===== config.mk =====
export PLATFORM = sky130hd
export DESIGN_NAME = sw_debounce_flat
export DESIGN_NICKNAME = d
export VERILOG_FILES = /design/src/rtl/sw_pkg.sv /design/src/rtl/sw_debounce_if.sv /design/src/rtl/sw_debounce_bit.sv /design/src/rtl/sw_debounce.sv /design/src/flat_wrapper.sv
export SDC_FILE = /design/constraint.sdc
export NUM_CORES = 1
export LEC_CHECK = 0
export BUFFER_PORTS_ARGS = -buffer_cell sky130_fd_sc_hd__clkbuf_2
export CORE_MARGIN = 2
export CORE_UTILIZATION = 45
export CTS_CLUSTER_DIAMETER = 60
export DETAILED_ROUTE_END_ITERATION = 6
export PLACE_DENSITY = 0.73
export SETUP_SLACK_MARGIN = 0.4
export SYNTH_ARGS = -nofsm -noshare
export SYNTH_HDL_FRONTEND = slang
export SYNTH_HIERARCHICAL = 1
export SYNTH_SLANG_ARGS = --single-unit

===== constraint.sdc =====
create_clock -name clk -period 1.8 [get_ports clk]
set_input_delay 0.18 -clock clk [delete_from_list [all_inputs] [get_ports clk]]
set_output_delay 0.18 -clock clk [all_outputs]
set_load 0.02 [all_outputs]

===== src/rtl/sw_pkg.sv =====
// Shared constants for the slide-switch debounce stage.
package sw_pkg;

  localparam int SW_W              = 10;
  localparam int SW_STABLE_DEFAULT = 1000000;
  localparam int SW_STABLE_SIM     = 4;

endpackage


===== src/rtl/sw_debounce_if.sv =====
// Switch-conditioning bundle: raw switch levels in, debounced levels and strobes out.
// sw_chg/sw_rise/sw_fall are single-cycle strobes with no back-pressure (no ready).
interface sw_debounce_if
  import sw_pkg::*;
#(
  parameter int WIDTH = SW_W
);

  logic [WIDTH-1:0] sw_raw;
  logic [WIDTH-1:0] sw_db;
  logic             sw_chg;
  logic [WIDTH-1:0] sw_rise;
  logic [WIDTH-1:0] sw_fall;

  modport master (
    output sw_raw,
    input  sw_db,
    input  sw_chg,
    input  sw_rise,
    input  sw_fall
  );

  modport slave (
    input  sw_raw,
    output sw_db,
    output sw_chg,
    output sw_rise,
    output sw_fall
  );

endinterface


===== src/rtl/sw_debounce_bit.sv =====
// One switch bit: 2-flop synchroniser, stability counter, debounced flop and update strobes.
// Edge pulses exist only when SW_DEBOUNCE_EDGE_EN is defined.
module sw_debounce_bit #(
  parameter int STABLE_CYCLES = 4,
  parameter int CNT_W         = 3
) (
  input  logic clk,
  input  logic rst,
  input  logic raw,
  output logic db,
  output logic chg,
  output logic rise,
  output logic fall
);

  localparam logic [CNT_W-1:0] LAST = CNT_W'(STABLE_CYCLES - 1);

  logic             s1;
  logic             s2;
  logic [CNT_W-1:0] cnt;
  logic             upd;

  // The new level is adopted on the edge where the count has already reached LAST.
  assign upd = (s2 != db) && (cnt == LAST);

  always_ff @(posedge clk) begin
    if (rst) begin
      s1  <= 1'b0;
      s2  <= 1'b0;
      cnt <= '0;
      db  <= 1'b0;
      chg <= 1'b0;
    end else begin
      s1  <= raw;
      s2  <= s1;
      chg <= upd;
      if (s2 == db) begin
        cnt <= '0;
      end else if (upd) begin
        db  <= s2;
        cnt <= '0;
      end else begin
        cnt <= cnt + CNT_W'(1);
      end
    end
  end

`ifdef SW_DEBOUNCE_EDGE_EN
  always_ff @(posedge clk) begin
    if (rst) begin
      rise <= 1'b0;
      fall <= 1'b0;
    end else begin
      rise <= upd & s2;
      fall <= upd & ~s2;
    end
  end
`else
  assign rise = 1'b0;
  assign fall = 1'b0;
`endif

endmodule


===== src/rtl/sw_debounce.sv =====
// Debounces WIDTH slide switches; sw_chg pulses when any debounced bit updates.
// Optional per-bit rise/fall pulses are enabled by SW_DEBOUNCE_EDGE_EN.
module sw_debounce
  import sw_pkg::*;
#(
  parameter int WIDTH         = SW_W,
  parameter int STABLE_CYCLES = SW_STABLE_DEFAULT
) (
  input  logic          clk,
  input  logic          rst,
  sw_debounce_if.slave  bus
);

  localparam int CNT_W = $clog2(STABLE_CYCLES + 1);

  logic [WIDTH-1:0] chg_v;

  for (genvar i = 0; i < WIDTH; i++) begin : g_bit
    sw_debounce_bit #(
      .STABLE_CYCLES (STABLE_CYCLES),
      .CNT_W         (CNT_W)
    ) u_bit (
      .clk  (clk),
      .rst  (rst),
      .raw  (bus.sw_raw[i]),
      .db   (bus.sw_db[i]),
      .chg  (chg_v[i]),
      .rise (bus.sw_rise[i]),
      .fall (bus.sw_fall[i])
    );
  end

  // Per-bit strobes are registered, so the OR is one pulse per update edge.
  assign bus.sw_chg = |chg_v;

endmodule


===== src/flat_wrapper.sv =====
// flat-port wrapper written by rule: the top's interface ports become plain ports
module sw_debounce_flat import sw_pkg::*;
#(
  parameter int WIDTH         = SW_W,
  parameter int STABLE_CYCLES = SW_STABLE_DEFAULT
)
  (clk, rst, bus_sw_raw, bus_sw_db, bus_sw_chg, bus_sw_rise, bus_sw_fall);
  sw_debounce_if #(.WIDTH(WIDTH)) bus_i ();
  input  logic clk;
  input  logic rst;
  input wire logic [$bits(bus_i.sw_raw)-1:0] bus_sw_raw;
  output wire logic [$bits(bus_i.sw_db)-1:0] bus_sw_db;
  output wire logic [$bits(bus_i.sw_chg)-1:0] bus_sw_chg;
  output wire logic [$bits(bus_i.sw_rise)-1:0] bus_sw_rise;
  output wire logic [$bits(bus_i.sw_fall)-1:0] bus_sw_fall;
  assign bus_i.sw_raw = bus_sw_raw;
  assign bus_sw_db = bus_i.sw_db;
  assign bus_sw_chg = bus_i.sw_chg;
  assign bus_sw_rise = bus_i.sw_rise;
  assign bus_sw_fall = bus_i.sw_fall;
  sw_debounce #(.WIDTH(WIDTH), .STABLE_CYCLES(STABLE_CYCLES)) u_core (.clk(clk), .rst(rst), .bus(bus_i));
endmodule

# --- Yosys cells after proc, flatten, opt, wreduce, memory -nomap -nowiden ---
# Cells that the tools add are included.
word_totals:
  output_inout_bits: 31
  inputBits: 12
  wordCells: 131
  ff_bits: 240
op_classes:
  n_bitwise: 10
  reduce_logical: 31
  eq_ne: 30
  add_sub_neg: 10
op_table:
  columns: ["operator", "count"]
  rows:
  - ["adder 20 x 1 -> 20 bit, second input constant", 10]
  - ["== test 20 bit, second input constant", 10]
  - ["OR reduction 3 bit", 10]
  - ["AND reduction 2 bit", 10]
  - ["== test 1 bit", 10]
  - ["logical AND 1 bit", 10]
  - ["!= test 1 bit", 10]
  - ["inverter 1 bit", 10]
  - ["OR reduction 10 bit", 1]

# --- Longest topological paths before layout ---
depth:
  word_depth: 3
  depth_mapped: 6
  mapped_depth_nobuf: 5

# --- By module ---
# Netlist, hierarchy kept.
modules_own_cells:
  columns: ["mod", "cells_each", "area_each_um2", "seq_area_each_um2", "n_inst"]
  rows:
  - ["sw_debounce_bit", 126, 1088.5, 480.5, 10]
  - ["sw_debounce", 4, 21.3, 0.0, 1]

# --- Worst setup path after synthesis ---
# No wires, ideal clock.
synth_path:
  path_kind: "register to register"
  from: "register u_core.g_bit[0].u_bit.cnt[0]"
  to: "register u_core.g_bit[0].u_bit.cnt[10]"
  t_required_ns: 1.672
  setup_ns: 0.128
  synth_period_minus_slack_ns: 1.857
  t_arrival_ns: 1.729
  stages_incl_launch_ff: 7
  n_path_buf: 1
  setup_slack_ns: -0.057
  cell_sequence: "dfxtp_1 ha_1 nand2_1 or4_1 o21ai_1 clkbuf_1 nor2_1"
synth_via:
  elab_chain_cells: 3
  elab_cells_between_ends: 4
  classes_between: "add/sub (1); eq/ne (1); reduce/logical (2)"
synth_lines:
  columns: ["item", "line_no", "rtl"]
  rows:
  - ["start: declaration", "sw_debounce_bit.sv:20", "logic [CNT_W-1:0] cnt;"]
  - ["start signal: assignment", "sw_debounce_bit.sv:43", "cnt <= cnt + CNT_W'(1);"]
  - ["branches (longest 3 deep; another with adder 20 x 1 -> 20 bit)", null, null]
# Parallel ways; which one is timed is not known.
# A chain may end at the register's enable or synchronous reset.

# --- Final worst setup path ---
layout_path:
  from: "register u_core.g_bit[0].u_bit.cnt[13]"
  to: "register u_core.g_bit[0].u_bit.cnt[7]"
layout_via:
  elab_chain_cells: 3
layout_lines:
  columns: ["item", "line_no", "rtl"]
  rows:
  - ["== test 20 bit", "sw_debounce_bit.sv:24", "assign upd = (s2 != db) && (cnt == LAST);"]
  - ["logical AND 1 bit", "sw_debounce_bit.sv:24", null]
  - ["OR reduction 3 bit (no source line)", null, null]
# No other way between the ends.

==> impl_summary.md <==
Timing
The worst clock skew on the final layout is 0.0129 ns. The final clock period utilization by the worst path is 0.999. For this run, the top clock speed supported by timing is 0.556 GHz. Setup repair after global routing could not meet its margin everywhere. The number of endpoints with negative hold slack in the final report is 0. Once routing completed, OpenROAD measured the worst setup slack at 0.00181 ns. Adding up every negative setup slack in the final design gives 0 ns.

The number of pins with negative max-slew slack in the final report came to 0. For the finished layout, the period the worst path requires is 1.80 ns. The final setup violation count is 0.

Drt
The number of vias per cell is 5.51. The wire length after detailed routing is 26700 µm. Before antenna repair, the detailed router went through 6 iterations. The count of antenna-violating nets left after detailed routing is 0. The total number of vias is 9865. After the first detailed-routing iteration, the DRC count stood at 416. Dividing the detail-routed wire length by the instance count gives 14.9 µm. The residual DRC count is 0.

Global routing
The via count of the first global-routing pass is 9395. The global-route wire length before repair is 43000 µm. The global routing usage summed across all routing layers is 0.193. Summed over all layers, the global routing overflow is 0. The pin count of the biggest net entering global routing is 21. The initial antenna violation count is 0.

Setup path
The largest fanout on the critical path is 5. The type of element launching the critical path is a flop. Broken down by cell family, the worst path's largest delay share belongs to simple AND/OR/NAND/NOR gates. The worst setup path is of the reg2reg kind. The type of element capturing the critical path is a flop. The number of buffers and inverters on the critical path is 2. For this run, the slowest stage of the critical path takes 0.45 ns. Data on the critical path arrives at its endpoint at 2.23 ns. The slowest stage of the critical path belongs to the cell sky130_fd_sc_hd__or4_4. The data required time of the critical path is 2.23 ns. Walking the worst path, the cells encountered are or3b_4, or4_4, o21ai_4, buf_12, clkbuf_16, nor2_2.

Yosys
In the post-synthesis netlist, the biggest area contributors are sky130_fd_sc_hd__dfxtp_1, sky130_fd_sc_hd__xnor2_1, sky130_fd_sc_hd__nand3_1. The post-synthesis average cell area is 8.63 µm². During synthesis, Yosys emitted a total of 6 warnings. The share of the Yosys chip area taken by registers is 0.441. Counting every instance in the synthesized netlist gives 1264. The cell type contributing the most total cell area after synthesis is sky130_fd_sc_hd__dfxtp_1.

In this run the cell area of the synthesized design comes to 10900 µm². The prevailing post-synth register cell is sky130_fd_sc_hd__dfxtp_1. The async set or reset register ratio after synthesis is 0. The synthesized design contains 0 enable-type register cells. Of the post-synthesis cell area, the dominant cell type holds 0.441. The number of distinct standard cells referenced by the synthesized netlist is 32. Synthesis inferred 240 register bits.

Floorplanning
The full die area is 25500 µm². Measured along the x axis, the die boundary spans 160 µm. During I/O placement, the number of pins put on the boundary was 43. The core region area is 23600 µm². In this run the vertical extent of the chip is 160 µm. The initial utilization of the core area, before any placement, comes to 0.462.

The placement row count is 56.

Clock network
The number of clock buffers inserted by TritonCTS is 28. TritonCTS built the clock tree. The count of clock tree sinks is 240. The root cell of the clock tree is sky130_fd_sc_hd__clkbuf_16. The number of H-tree levels is 1. At the later pin of the worst-skew pair, clock insertion delay measures 0.54 ns.

The buffer levels on the longest clock path is 3. Clock-pin slew was measured on the worst setup and hold paths at 0.06 ns.

Power
The clock network power share is 0.496. For this design the ratio of total power to cell area is 716 nW/µm². Across the VDD grid, the largest voltage drop is 0.864 mV. Cell internal power was estimated by the tool at 8.62 mW. Of the total power, combinational logic draws 0.026.

In this run the static leakage power is 5.03 nW. The share of total power in sequential cells is 0.478. The fraction of power spent switching nets is 0.221.

Summed over all nets, the switching power comes to 2.44 mW.

Placement
In this run the tool buffered the top-level ports with 22 buffer cells. The worst slack at placement is 0.0126 ns. The congestion estimate from routability-driven global placement came to 0.827. The HPWL after detailed placement is 16200 µm. The number of placed instances, taps included, is 1666.

Job
The number of max-cap violations is 0.

Worst hold path
The tightest min-delay check is of the in2reg type.

Finish
The total of fill cells in the finished design is 1807. From synthesis to final layout, the design area changed by 41.7%. The final cell count without fillers is 1789. The fraction of final layout cells sized beyond drive strength 1 is 0.476. The number of nets in the final layout is 1471.

The antenna diode instance count is 0.

Status
The run finished with clean final reports.
stage by stage:
stage / power, mW / hold WS, ns / util / instance area, µm²
floorplan: 5.60 / 0.249 / - / 11700
global placement: 5.62 / 0.392 / 0.531 / 12500
detailed placement: 5.63 / 0.399 / 0.531 / 12500
CTS: 11.2 / 0.0257 / 0.617 / 14600
global route: 11.4 / 0.0429 / 0.655 / 15500
finish: 11.1 / 0.00809 / 0.655 / 15500
routing by layer:
metal / vias up / share of wire / global-route usage
met5: - / 0 / 0
met4: 0 / 0.021 / 0.0529
li1: 4874 / - / -
met2: 170 / 0.51 / 0.349
met1: 4772 / 0.44 / 0.240
met3: 49 / 0.034 / 0.0278
logic make-up (layout without fill, tap and decap cells):
| kind of cell | after synthesis | in the layout | synth area share |
|---|---|---|---|
| buffers and inverters | 80 | 276 | 0.0367 |
| AND/OR/NAND/NOR | 634 | 634 | 0.320 |
| AO/OA/AOI/OAI | 170 | 170 | 0.0918 |
| flip-flops | 240 | 240 | 0.441 |
| adder cells (fa/ha/maj) | 10 | 10 | 0.0115 |
| other | 10 | 20 | 0.00344 |
| XOR/XNOR | 120 | 120 | 0.0964 |
final timing paths:
| check | slack [ns] | from | depth (start not counted) | to |
|---|---|---|---|---|
| worst min-delay path | 0.008 | rst | 2 | u_core/g_bit[3].u_bit/db$_SDFFE_PP0P_ |
| worst max register to register | 0.002 | u_core/g_bit[0].u_bit/cnt[13]$_SDFF_PP0_ | 6 | u_core/g_bit[0].u_bit/cnt[7]$_SDFF_PP0_ |
| worst min register to register | 0.44 | u_core/g_bit[1].u_bit/s1$_SDFF_PP0_ | 1 | u_core/g_bit[1].u_bit/s2$_SDFF_PP0_ |
| worst max-delay path | 0.002 | u_core/g_bit[0].u_bit/cnt[13]$_SDFF_PP0_ | 6 | u_core/g_bit[0].u_bit/cnt[7]$_SDFF_PP0_ |
cell type report:
class | instances | area (µm²) | share of cell area
Multi-Input combinational cell | 954 | 7260 | 0.470
Timing Repair Buffer | 195 | 1700 | 0.110
Tap cell | 319 | 399 | 0.0258
Inverter | 30 | 113 | 0.00729
Sequential cell | 240 | 5070 | 0.328
Clock inverter | 14 | 128 | 0.00826
Clock buffer | 37 | 785 | 0.0508
registers in the layout, indices dropped and copies added, names as in the netlist:
name / flops
u_core/g_bit.u_bit/chg: 10
u_core/g_bit.u_bit/cnt: 200
u_core/g_bit.u_bit/db: 10
u_core/g_bit.u_bit/s1: 10
u_core/g_bit.u_bit/s2: 10
synthesized netlist by cell type, types with 20 or more instances:
library cell              count
sky130_fd_sc_hd__dfxtp_1    240
sky130_fd_sc_hd__nor2_1     151
sky130_fd_sc_hd__nand3_1    121
sky130_fd_sc_hd__nand2_1     90
sky130_fd_sc_hd__a21oi_1     70
sky130_fd_sc_hd__xnor2_1     70
sky130_fd_sc_hd__nor4_1      52
sky130_fd_sc_hd__xor2_1      50
sky130_fd_sc_hd__o21ai_0     40
sky130_fd_sc_hd__or4_1       40
sky130_fd_sc_hd__and3_1      30
sky130_fd_sc_hd__inv_1       30
sky130_fd_sc_hd__o31ai_1     30
sky130_fd_sc_hd__or3_1       30
sky130_fd_sc_hd__buf_2       20
sky130_fd_sc_hd__buf_4       20
sky130_fd_sc_hd__nor2b_1     20
sky130_fd_sc_hd__nor4b_1     20
power by group through the flow:
stage	sequential [mW]	combinational [mW]	clock [mW]
floorplan	5.45	0.149	0
global route	5.29	0.304	5.84
global placement	5.45	0.175	0
finish	5.29	0.283	5.49
CTS	5.30	0.247	5.62
detailed placement	5.45	0.178	0
what timing repair did:
item | in CTS | in global routing
hold buffers | 10 | 0
pin swaps | 16 | 15
gates cloned | 11 | 2
endpoints found under the setup margin | 216 | 220
buffers inserted | 31 | 18
hold endpoints to repair | 10 | 0
gates resized for setup | 188 | 193
layout by cell type, fill, tap and decap left out, types with 11 or more instances in the layout:
cell / netlist / layout
sky130_fd_sc_hd__nor2_2: 0 / 52
sky130_fd_sc_hd__nand2_1: 90 / 70
sky130_fd_sc_hd__or3_1: 30 / 23
sky130_fd_sc_hd__nand3_2: 0 / 16
sky130_fd_sc_hd__a21oi_2: 10 / 75
sky130_fd_sc_hd__nor2_1: 151 / 53
sky130_fd_sc_hd__buf_4: 20 / 123
sky130_fd_sc_hd__dfxtp_1: 240 / 118
sky130_fd_sc_hd__nand2_4: 0 / 11
sky130_fd_sc_hd__and3_1: 30 / 27
sky130_fd_sc_hd__xor2_1: 50 / 50
sky130_fd_sc_hd__o21ai_4: 0 / 11
sky130_fd_sc_hd__conb_1: 10 / 20
sky130_fd_sc_hd__nand3_1: 121 / 105
sky130_fd_sc_hd__nor2b_1: 20 / 20
sky130_fd_sc_hd__clkbuf_16: 0 / 29
sky130_fd_sc_hd__buf_6: 0 / 28
sky130_fd_sc_hd__nor4_1: 52 / 40
sky130_fd_sc_hd__clkbuf_2: 0 / 21
sky130_fd_sc_hd__nor2_4: 0 / 46
sky130_fd_sc_hd__xnor2_1: 70 / 70
sky130_fd_sc_hd__o31ai_1: 30 / 30
sky130_fd_sc_hd__or4_1: 40 / 20
sky130_fd_sc_hd__o21ai_0: 40 / 30
sky130_fd_sc_hd__or4_4: 10 / 30
sky130_fd_sc_hd__inv_1: 30 / 30
sky130_fd_sc_hd__dfxtp_4: 0 / 46
sky130_fd_sc_hd__dfxtp_2: 0 / 76
sky130_fd_sc_hd__nor4b_1: 20 / 12
Power figures use the tool's default switching activity.
